## config.mk

```make
export PLATFORM = sky130hd
export DESIGN_NAME = alu_cmd_sequencer
export DESIGN_NICKNAME = d
export VERILOG_FILES = /design/src/rtl/alu_cmd_sequencer.sv
export SDC_FILE = /design/constraint.sdc
export NUM_CORES = 1
export LEC_CHECK = 0
export BUFFER_PORTS_ARGS = -buffer_cell sky130_fd_sc_hd__buf_2
export CAP_MARGIN = 20
export CORE_UTILIZATION = 45
export CTS_CLUSTER_DIAMETER = 30
export DETAILED_ROUTE_END_ITERATION = 8
export GPL_TIMING_DRIVEN = 0
export PLACE_DENSITY = 0.65
export SKIP_LAST_GASP = 1
export SLEW_MARGIN = 20
export SYNTH_ARGS = -nofsm -noshare
export SYNTH_HDL_FRONTEND = slang
export SYNTH_SLANG_ARGS = --single-unit
export TNS_END_PERCENT = 20
```

## constraint.sdc

```tcl
create_clock -name clk -period 3.3 [get_ports clk]
set_clock_uncertainty 0.1 [all_clocks]
set_input_delay 0.66 -clock clk [delete_from_list [all_inputs] [get_ports clk]]
set_output_delay 0.66 -clock clk [all_outputs]
set_load 0.05 [all_outputs]
```

## src/rtl/alu_cmd_sequencer.sv

```systemverilog
// Command FIFO plus issue/capture sequencer in front of a registered 32-bit ALU.
// Optional ALU_SEQ_ILLEGAL_CHECK_EN: opcodes above SUB skip the ALU and return rsp_err.
module alu_cmd_sequencer #(
    parameter int unsigned DEPTH   = 4,
    parameter int unsigned ALU_LAT = 2
) (
    input  logic        clk,
    input  logic        rst_n,
    input  logic        cmd_valid,
    output logic        cmd_ready,
    input  logic [31:0] cmd_a,
    input  logic [31:0] cmd_b,
    input  logic [3:0]  cmd_sel,
    output logic [31:0] alu_a,
    output logic [31:0] alu_b,
    output logic [3:0]  alu_sel,
    input  logic [31:0] alu_out,
    input  logic        alu_overflow,
    output logic        rsp_valid,
    input  logic        rsp_ready,
    output logic [31:0] rsp_data,
    output logic        rsp_overflow,
    output logic        rsp_err
);

    localparam int unsigned AW = $clog2(DEPTH);
    localparam int unsigned CW = (ALU_LAT > 1) ? $clog2(ALU_LAT) : 1;

    typedef enum logic [1:0] {IDLE, ISSUE, RESP} state_t;

    typedef struct packed {
        logic [31:0] a;
        logic [31:0] b;
        logic [3:0]  sel;
    } cmd_t;

    cmd_t          mem_q [DEPTH];
    cmd_t          head;
    logic [AW-1:0] wptr_q, rptr_q;
    logic [AW:0]   cnt_q;
    logic          full, empty, push, pop;

    state_t        state_q, state_d;
    logic [CW-1:0] lat_q, lat_d;
    logic [31:0]   alu_a_q, alu_a_d, alu_b_q, alu_b_d;
    logic [3:0]    alu_sel_q, alu_sel_d;
    logic [31:0]   data_q, data_d;
    logic          ovf_q, ovf_d;

    assign full      = (cnt_q == (AW+1)'(DEPTH));
    assign empty     = (cnt_q == '0);
    assign cmd_ready = !full;
    assign push      = cmd_valid && !full;
    assign pop       = (state_q == IDLE) && !empty;
    assign head      = mem_q[rptr_q];

    always_ff @(posedge clk) begin
        if (push) mem_q[wptr_q] <= cmd_t'{cmd_a, cmd_b, cmd_sel};
    end

    always_ff @(posedge clk or negedge rst_n) begin
        if (!rst_n) begin
            wptr_q <= '0;
            rptr_q <= '0;
            cnt_q  <= '0;
        end else begin
            if (push) wptr_q <= wptr_q + 1'b1;
            if (pop)  rptr_q <= rptr_q + 1'b1;
            if (push && !pop)      cnt_q <= cnt_q + 1'b1;
            else if (pop && !push) cnt_q <= cnt_q - 1'b1;
        end
    end

`ifdef ALU_SEQ_ILLEGAL_CHECK_EN
    logic err_q, err_d;
    assign rsp_err = err_q;

    always_ff @(posedge clk or negedge rst_n) begin
        if (!rst_n) err_q <= 1'b0;
        else        err_q <= err_d;
    end
`else
    assign rsp_err = 1'b0;
`endif

    always_ff @(posedge clk or negedge rst_n) begin
        if (!rst_n) begin
            state_q   <= IDLE;
            lat_q     <= '0;
            alu_a_q   <= '0;
            alu_b_q   <= '0;
            alu_sel_q <= '0;
            data_q    <= '0;
            ovf_q     <= 1'b0;
        end else begin
            state_q   <= state_d;
            lat_q     <= lat_d;
            alu_a_q   <= alu_a_d;
            alu_b_q   <= alu_b_d;
            alu_sel_q <= alu_sel_d;
            data_q    <= data_d;
            ovf_q     <= ovf_d;
        end
    end

    always_comb begin
        state_d   = state_q;
        lat_d     = lat_q;
        alu_a_d   = alu_a_q;
        alu_b_d   = alu_b_q;
        alu_sel_d = alu_sel_q;
        data_d    = data_q;
        ovf_d     = ovf_q;
`ifdef ALU_SEQ_ILLEGAL_CHECK_EN
        err_d     = err_q;
`endif
        unique case (state_q)
            IDLE: begin
                if (!empty) begin
`ifdef ALU_SEQ_ILLEGAL_CHECK_EN
                    if (head.sel > 4'd4) begin
                        data_d  = '0;
                        ovf_d   = 1'b0;
                        err_d   = 1'b1;
                        state_d = RESP;
                    end else
`endif
                    begin
                        alu_a_d   = head.a;
                        alu_b_d   = head.b;
                        alu_sel_d = head.sel;
                        lat_d     = '0;
                        state_d   = ISSUE;
                    end
                end
            end
            ISSUE: begin
                // operands have been stable ALU_LAT edges; result is valid now
                if (lat_q == CW'(ALU_LAT - 1)) begin
                    data_d  = alu_out;
                    ovf_d   = alu_overflow;
`ifdef ALU_SEQ_ILLEGAL_CHECK_EN
                    err_d   = 1'b0;
`endif
                    state_d = RESP;
                end else begin
                    lat_d = lat_q + 1'b1;
                end
            end
            RESP: begin
                if (rsp_ready) state_d = IDLE;
            end
            default: state_d = IDLE;
        endcase
    end

    assign alu_a        = alu_a_q;
    assign alu_b        = alu_b_q;
    assign alu_sel      = alu_sel_q;
    assign rsp_valid    = (state_q == RESP);
    assign rsp_data     = data_q;
    assign rsp_overflow = ovf_q;

endmodule

```

==> results of run 1 <==
-- worst max-delay path, cell delays in order, from the launching register on --
cell and delay (ps):
dfrtp_1 420, nor2_1 90, a21boi_1 570, and2_4 600, buf_16 290
-- synth_stat cells, drive strengths merged --
cell,number,share of area (%)
a21boi,1,0.052
xor2,2,0.12
dfrtp,111,19
or3,1,0.044
fa,1,0.14
mux4,68,11
a21o,1,0.052
buf,24,1.4
nor2b,1,0.044
mux2,103,9.8
xnor2,4,0.24
clkbuf,4,0.10
nand2b,2,0.087
conb,1,0.026
inv,4,0.10
ha,5,0.44
and2,4,0.17
nor2,2,0.052
nor3,1,0.035
edfxtp,272,57
or4b,1,0.070
nand2,2,0.052
o21ai,2,0.070
-- stage by stage --
stage	hold slack (ps)	std cells	TNS (ps)	util, %
global route	190	1373	0	59.2
floorplan	264	617	0	-
finish	211	1375	0	59.2
global placement	367	1226	-440270	50.5
detailed placement	386	1231	0	51.0
CTS	185	1373	0	59.2
-- report_power, final --
group,switching [W],internal (W),total [W]
registers,0.000529,0.00668,0.00720
logic,0.00464,0.00319,0.00783
clock network,0.00249,0.00499,0.00747
-- cell families after synthesis --
family | after synthesis | synth area share (%)
AO/OA/AOI/OAI | 4 | 0.174
XOR/XNOR | 6 | 0.366
adder cells (fa/ha/maj) | 6 | 0.575
buffers and inverters | 32 | 1.56
flip-flops | 383 | 76.3
multiplexers | 171 | 20.5
other | 1 | 0.0261
AND/OR/NAND/NOR | 14 | 0.558
-- metal layers --
metal,track usage [%],wire length [microns],up-vias
li1,-,-,3101
met4,6.36,597,0
met1,21.2,11300,3480
met5,0,0,-
met3,4.65,1510,47
met2,29.2,13800,212
-- layout make-up --
class                           count  area (sq um)
Multi-Input combinational cell    202          3190
Tap cell                          402           503
Inverter                            4          15.0
Timing Repair Buffer              213          1190
Buffer                             28           209
Clock inverter                     46           494
Clock buffer                       95          2080
Antenna cell                        2          5.00
Sequential cell                   383         10900
Fill cell                        2336         12800
-- sequential cells by signal, indices dropped and copies added (netlist names), 2 cells and up --
name,cells
mem_q,272
alu_a,32
alu_b,32
rsp_data,32
alu_sel,4
cnt_q,3
rptr_q,2
state_q,2
wptr_q,2
-- timing repair --
item,4_1_cts,5_1_grt
hold buffers,1,0
endpoints found under the hold margin,26,0
gates resized for setup,0,0
-- final timing paths --
kind                                             to                  from
min                          state_q[1]$_DFFE_PN0P_             rsp_ready
max                          mem_q[3][10]$_DFFE_PP_  cnt_q[0]$_DFFE_PN0P_
min in group asynchronous      alu_b[0]$_DFFE_PN0P_                 rst_n
min reg2reg                  state_q[0]$_DFFE_PN0P_     lat_q$_DFFE_PN0P_
max reg2reg                  mem_q[3][10]$_DFFE_PP_  cnt_q[0]$_DFFE_PN0P_
max in group asynchronous  rsp_data[15]$_DFFE_PN0P_                 rst_n
==> impl_metrics.py, run 1 <==
metrics = {
    "run_status": {
        "run_status": "finished, final reports clean",
    },
    "placement": {
        "dp.final_hpwl_mm": 16.1,
        "place.gp.congestion": 0.657,
        "io_buffers": 207,
        "pre_cts_ws_ps": 562,
        "dpl-instance-area_sq_um": 16000,
    },
    "grt": {
        "overflow": 0,
        "grt_util_all_layers_pct": 17.2,
        "grt_max_degree": 86,
        "antenna_violations_before_repair": 1,
        "grt_first_pass_wirelength_mm": 42.2,
        "vias_in_the_first_global_route": 7442,
    },
    "timing": {
        "final_hold_viol_count": 0,
        "finalCriticalPeriod_ps": 2450,
        "post-route-period-util_pct": 74.4,
        "final_critical_path_setup_slack_ps": 846,
        "setup_repair_after_global_routing_missed_its_margin": "no",
        "timing.fmax_mhz": 408,
        "timing_worst_slew_pin_value_ps": 725,
        "setup-violations-final": 0,
        "maxSlewHeadroom_pct": 51.7,
        "maxSlewViolCount": 0,
    },
    "routing": {
        "firstDrtPassIters": 4,
        "total_vias_in_the_final_route": 6840,
        "number_of_antenna_violating_nets_in_the_routed_design": 0,
        "routed_wirelength_mm": 27.2,
        "vias_per_cell": 4.97,
        "drt_first_iter_violations": 279,
        "post_drt_wl_per_cell_microns": 19.8,
        "remaining_drc_errors": 0,
    },
    "clock_tree": {
        "clock-root-buffer": "clkbuf_16",
        "clock_sinks": 383,
        "tritoncts": "built",
        "cts_setup_buffers": 0,
        "clk_latency_ps": 560,
        "cts_max_path_buffers": 3,
        "cts-buffers-inserted": 76,
        "clk_transition_reported_paths_ps": 50,
        "cts.htree.levels": 3,
    },
    "synthesis": {
        "synthCells": 617,
        "netlist-cell-type-count": 27,
        "synth.ff_latch_count": 383,
        "avgSynthCellArea_sq_um": 23.3,
        "total_of_warnings_raised_by_yosys": 0,
        "post_syn_area_sq_um": 14400,
        "synthesis.nets": 728,
        "synth_seq_area_share_pct": 76.3,
    },
    "critical_path": {
        "timing.setup.critical_path_class": "flip-flop to flip-flop",
        "worstSetupEndpointType": "flip-flop",
        "setup.reg_to_reg.worst_slack_ps": 850,
        "max_fo_critical_path": 39,
        "required_time_at_the_worst_slack_endpoint_ps": 3420,
        "reg2reg_depth": 4,
        "arrival_ps": 2580,
        "worst_setup_path_start_kind": "flip-flop",
    },
    "finish": {
        "final_design_area_no_fill_sq_um": 18600,
        "areaGrowthSynthToFinish_pct": 29.9,
        "layout_commonest_cell": "edfxtp_1",
        "final_cell_mix": "272 x edfxtp_1, 211 x buf_2, 111 x dfrtp_1, 77 x clkbuf_16, 68 x mux4_2",
        "layout_cells_sized_above_1_pct": 55.4,
        "design.final.nets": 1019,
    },
    "power_and_ir_drop": {
        "vdd.ir_drop.worst_mv": 0.681,
        "leakagePower_nw": 7.34,
        "power_density_nw_per_um2": 1210,
        "totalPowerFinal_w": 0.0225,
    },
    "floorplan": {
        "initial_core_utilization_pct": 45.6,
        "dieArea_sq_um": 32600,
        "die_width_microns": 181,
        "chipHeight_microns": 181,
        "io-pin-count": 209,
        "num_rows": 65,
        "fp.coreArea_sq_um": 31500,
    },
    "hold_path": {
        "timing.hold.worst_path_depth": 2,
        "min_path_type": "input port to flip-flop",
    },
    "job": {
        "timing.max_cap.violations": 0,
    },
}
No activity file was read; power rests on OpenSTA's default activity.
==> inputs of run 2 (changes only) <==
PLACE_DENSITY = 0.68   (was 0.65)
clock period = 2.09 ns   (was 3.3 ns; I/O delays follow)
==> run 2 against run 1 <==
  * The flow now finishes with violations (negative setup slack)
  * Combinational power rose by 65%
  * Global-route usage up 2.1 points
  * Clock power is 66% higher
  * Final area increased by 7.1%
  * Critical path type is now flip-flop to output pin
  * Non-clock buffer count is 111 higher
  * Hold slack better by 39 ps
==> impl_metrics.py, run 2 (synthesized netlist as in run 1, its figures left out) <==
metrics = {
    "critical_path": {
        "setup.reg_to_reg.worst_slack_ps": 30,
        "arrival_ps": 1610,
        "required_time_at_the_worst_slack_endpoint_ps": 1570,
        "critical_path.n_buffers_inverters": 2,
        "reg2reg_depth": 5,
        "worstSetupEndpointType": "output pin",
        "path_depth": 4,
        "worst_setup_path_start_kind": "flip-flop",
        "timing.critical_path.slowest_cell_delay_ps": 420,
        "kind_of_cell_with_the_highest_combined_delay_on_the_critical_path": "flip-flops",
        "timing.setup.critical_path_class": "flip-flop to output pin",
        "max_fo_critical_path": 2,
        "crit_chain": "buf_4 -> nor2_2 -> nand2_1 -> clkbuf_4",
        "slowest_stage_cell_cp": "dfrtp_1",
    },
    "routing": {
        "remaining_drc_errors": 0,
        "drt_first_iter_violations": 324,
        "post_drt_wl_per_cell_microns": 20.1,
        "routed_wirelength_mm": 30.0,
        "dr_wl_met2_mm": 14.8,
        "met3_wl_post_dr_mm": 1.67,
        "m1_wl_mm": 12.9,
        "firstDrtPassIters": 4,
        "vias_per_cell": 5.01,
        "number_of_antenna_violating_nets_in_the_routed_design": 0,
        "route.top_layer_used": "met4",
        "total_vias_in_the_final_route": 7500,
    },
    "floorplan": {
        "fp.coreArea_sq_um": 31500,
        "dieArea_sq_um": 32600,
        "num_rows": 65,
        "die_width_microns": 181,
        "initial_core_utilization_pct": 45.6,
        "io-pin-count": 209,
        "chipHeight_microns": 181,
    },
    "run_status": {
        "run_status": "finished with violations",
        "violations": "negative setup slack",
    },
    "placement": {
        "io_buffers": 207,
        "dp.final_hpwl_mm": 16.4,
        "pre_cts_ws_ps": -440,
        "place.gp.congestion": 0.665,
        "dpl.cell_count": 1231,
    },
    "timing": {
        "final_critical_path_setup_slack_ps": -42.8,
        "worst_hold_slack_ps": 250,
        "setup-violations-final": 1,
        "final_hold_viol_count": 0,
        "finalCriticalPeriod_ps": 2130,
        "maxSlewHeadroom_pct": 55.2,
        "maxSlewViolCount": 0,
        "tns_ps": -42.8,
        "post-route-period-util_pct": 102,
        "timing.fmax_mhz": 469,
        "setup_repair_after_global_routing_missed_its_margin": "yes",
        "timing_worst_slew_pin_value_ps": 672,
    },
    "finish": {
        "registers.top_by_ff_count": "mem_q",
        "layout_commonest_cell": "edfxtp_1",
        "areaGrowthSynthToFinish_pct": 39.1,
        "design.final.nets": 1138,
        "insertedDiodeCount": 0,
        "layout_cells_sized_above_1_pct": 52.4,
        "number_of_flip_flops_under_the_largest_register_name": 272,
        "layoutNonFillerInstCount": 1497,
        "final_cell_mix": "272 x edfxtp_1, 209 x buf_2, 107 x dfrtp_1, 103 x dlygate4sd3_1, 82 x clkbuf_16",
    },
    "clock_tree": {
        "cts_max_path_buffers": 3,
        "clk_transition_reported_paths_ps": 50,
        "tritoncts": "built",
        "cts.htree.levels": 3,
        "clk_latency_ps": 570,
        "clock-root-buffer": "clkbuf_16",
        "cts-buffers-inserted": 80,
        "clock_sinks": 383,
    },
    "grt": {
        "overflow": 0,
        "grt_first_pass_wirelength_mm": 47.2,
        "antenna_violations_before_repair": 2,
        "grt_util_all_layers_pct": 19.3,
        "vias_in_the_first_global_route": 8363,
        "grt_max_degree": 72,
    },
    "hold_path": {
        "min_path_type": "input port to async pin",
    },
    "power_and_ir_drop": {
        "leakagePower_nw": 7.89,
        "vdd.ir_drop.worst_mv": 1.23,
        "totalPowerFinal_w": 0.0367,
        "power_density_nw_per_um2": 1840,
    },
    "job": {
        "timing.max_cap.violations": 0,
    },
}
## run 2: worst reg2reg max path, delay by kind of cell, from the launching register on
kind / cells / cell delay, ps
compound gates: 1 / 220
flops: 1 / 430
buf+inv: 3 / 620
simple gates: 1 / 320
## run 2: layer usage
metal,track usage [%],up-vias
met5,0,-
met4,8.44,0
met3,4.89,56
met2,31.4,243
met1,24.6,3855
li1,-,3346
## run 2: path summary, 6_finish.rpt
| kind | start | to |
|---|---|---|
| worst max-delay path | cnt_q[0]$_DFFE_PN0P_ | cmd_ready |
| worst min-delay path | rst_n | alu_b[21]$_DFFE_PN0P_ |
| worst max register to register | cnt_q[2]$_DFFE_PN0P_ | mem_q[3][37]$_DFFE_PP_ |
| worst min register to register | lat_q$_DFFE_PN0P_ | state_q[0]$_DFFE_PN0P_ |
| max in group asynchronous | rst_n | rptr_q[1]$_DFFE_PN0P_ |
| min in group clk | cmd_valid | wptr_q[0]$_DFFE_PN0P_ |
## run 2: final cells by class
type	count	area, sq um
multi-input cells	206	3270
plain buffers	25	189
clock inverters	57	579
clock buffers	93	2150
inverters	4	15.0
fillers	2208	11500
flip-flops and latches	383	11000
well taps	402	503
repair buffers	327	2310
## run 2: report_power, final
group | total (W) | switching, W | internal (W)
sequential | 0.0114 | 0.000884 | 0.0105
combinational | 0.0129 | 0.00756 | 0.00535
clock | 0.0124 | 0.00409 | 0.00829
total | 0.0367 | 0.0125 | 0.0242
## run 2: what timing repair did
| action | in CTS | in global routing |
|---|---|---|
| buffers inserted | 10 | 2 |
| hold endpoints to repair | 346 | 0 |
| hold buffers | 103 | 0 |
| gates cloned | 4 | 0 |
| resized for setup | 9 | 11 |
| setup endpoints to repair | 308 | 63 |
| pin swaps | 6 | 5 |
## run 2: through the flow
stage	utilization, %	instance area (sq um)
floorplan	-	14400
global placement	50.5	15900
detailed placement	51.0	16000
CTS	63.3	19900
global route	63.4	20000
finish	63.4	20000
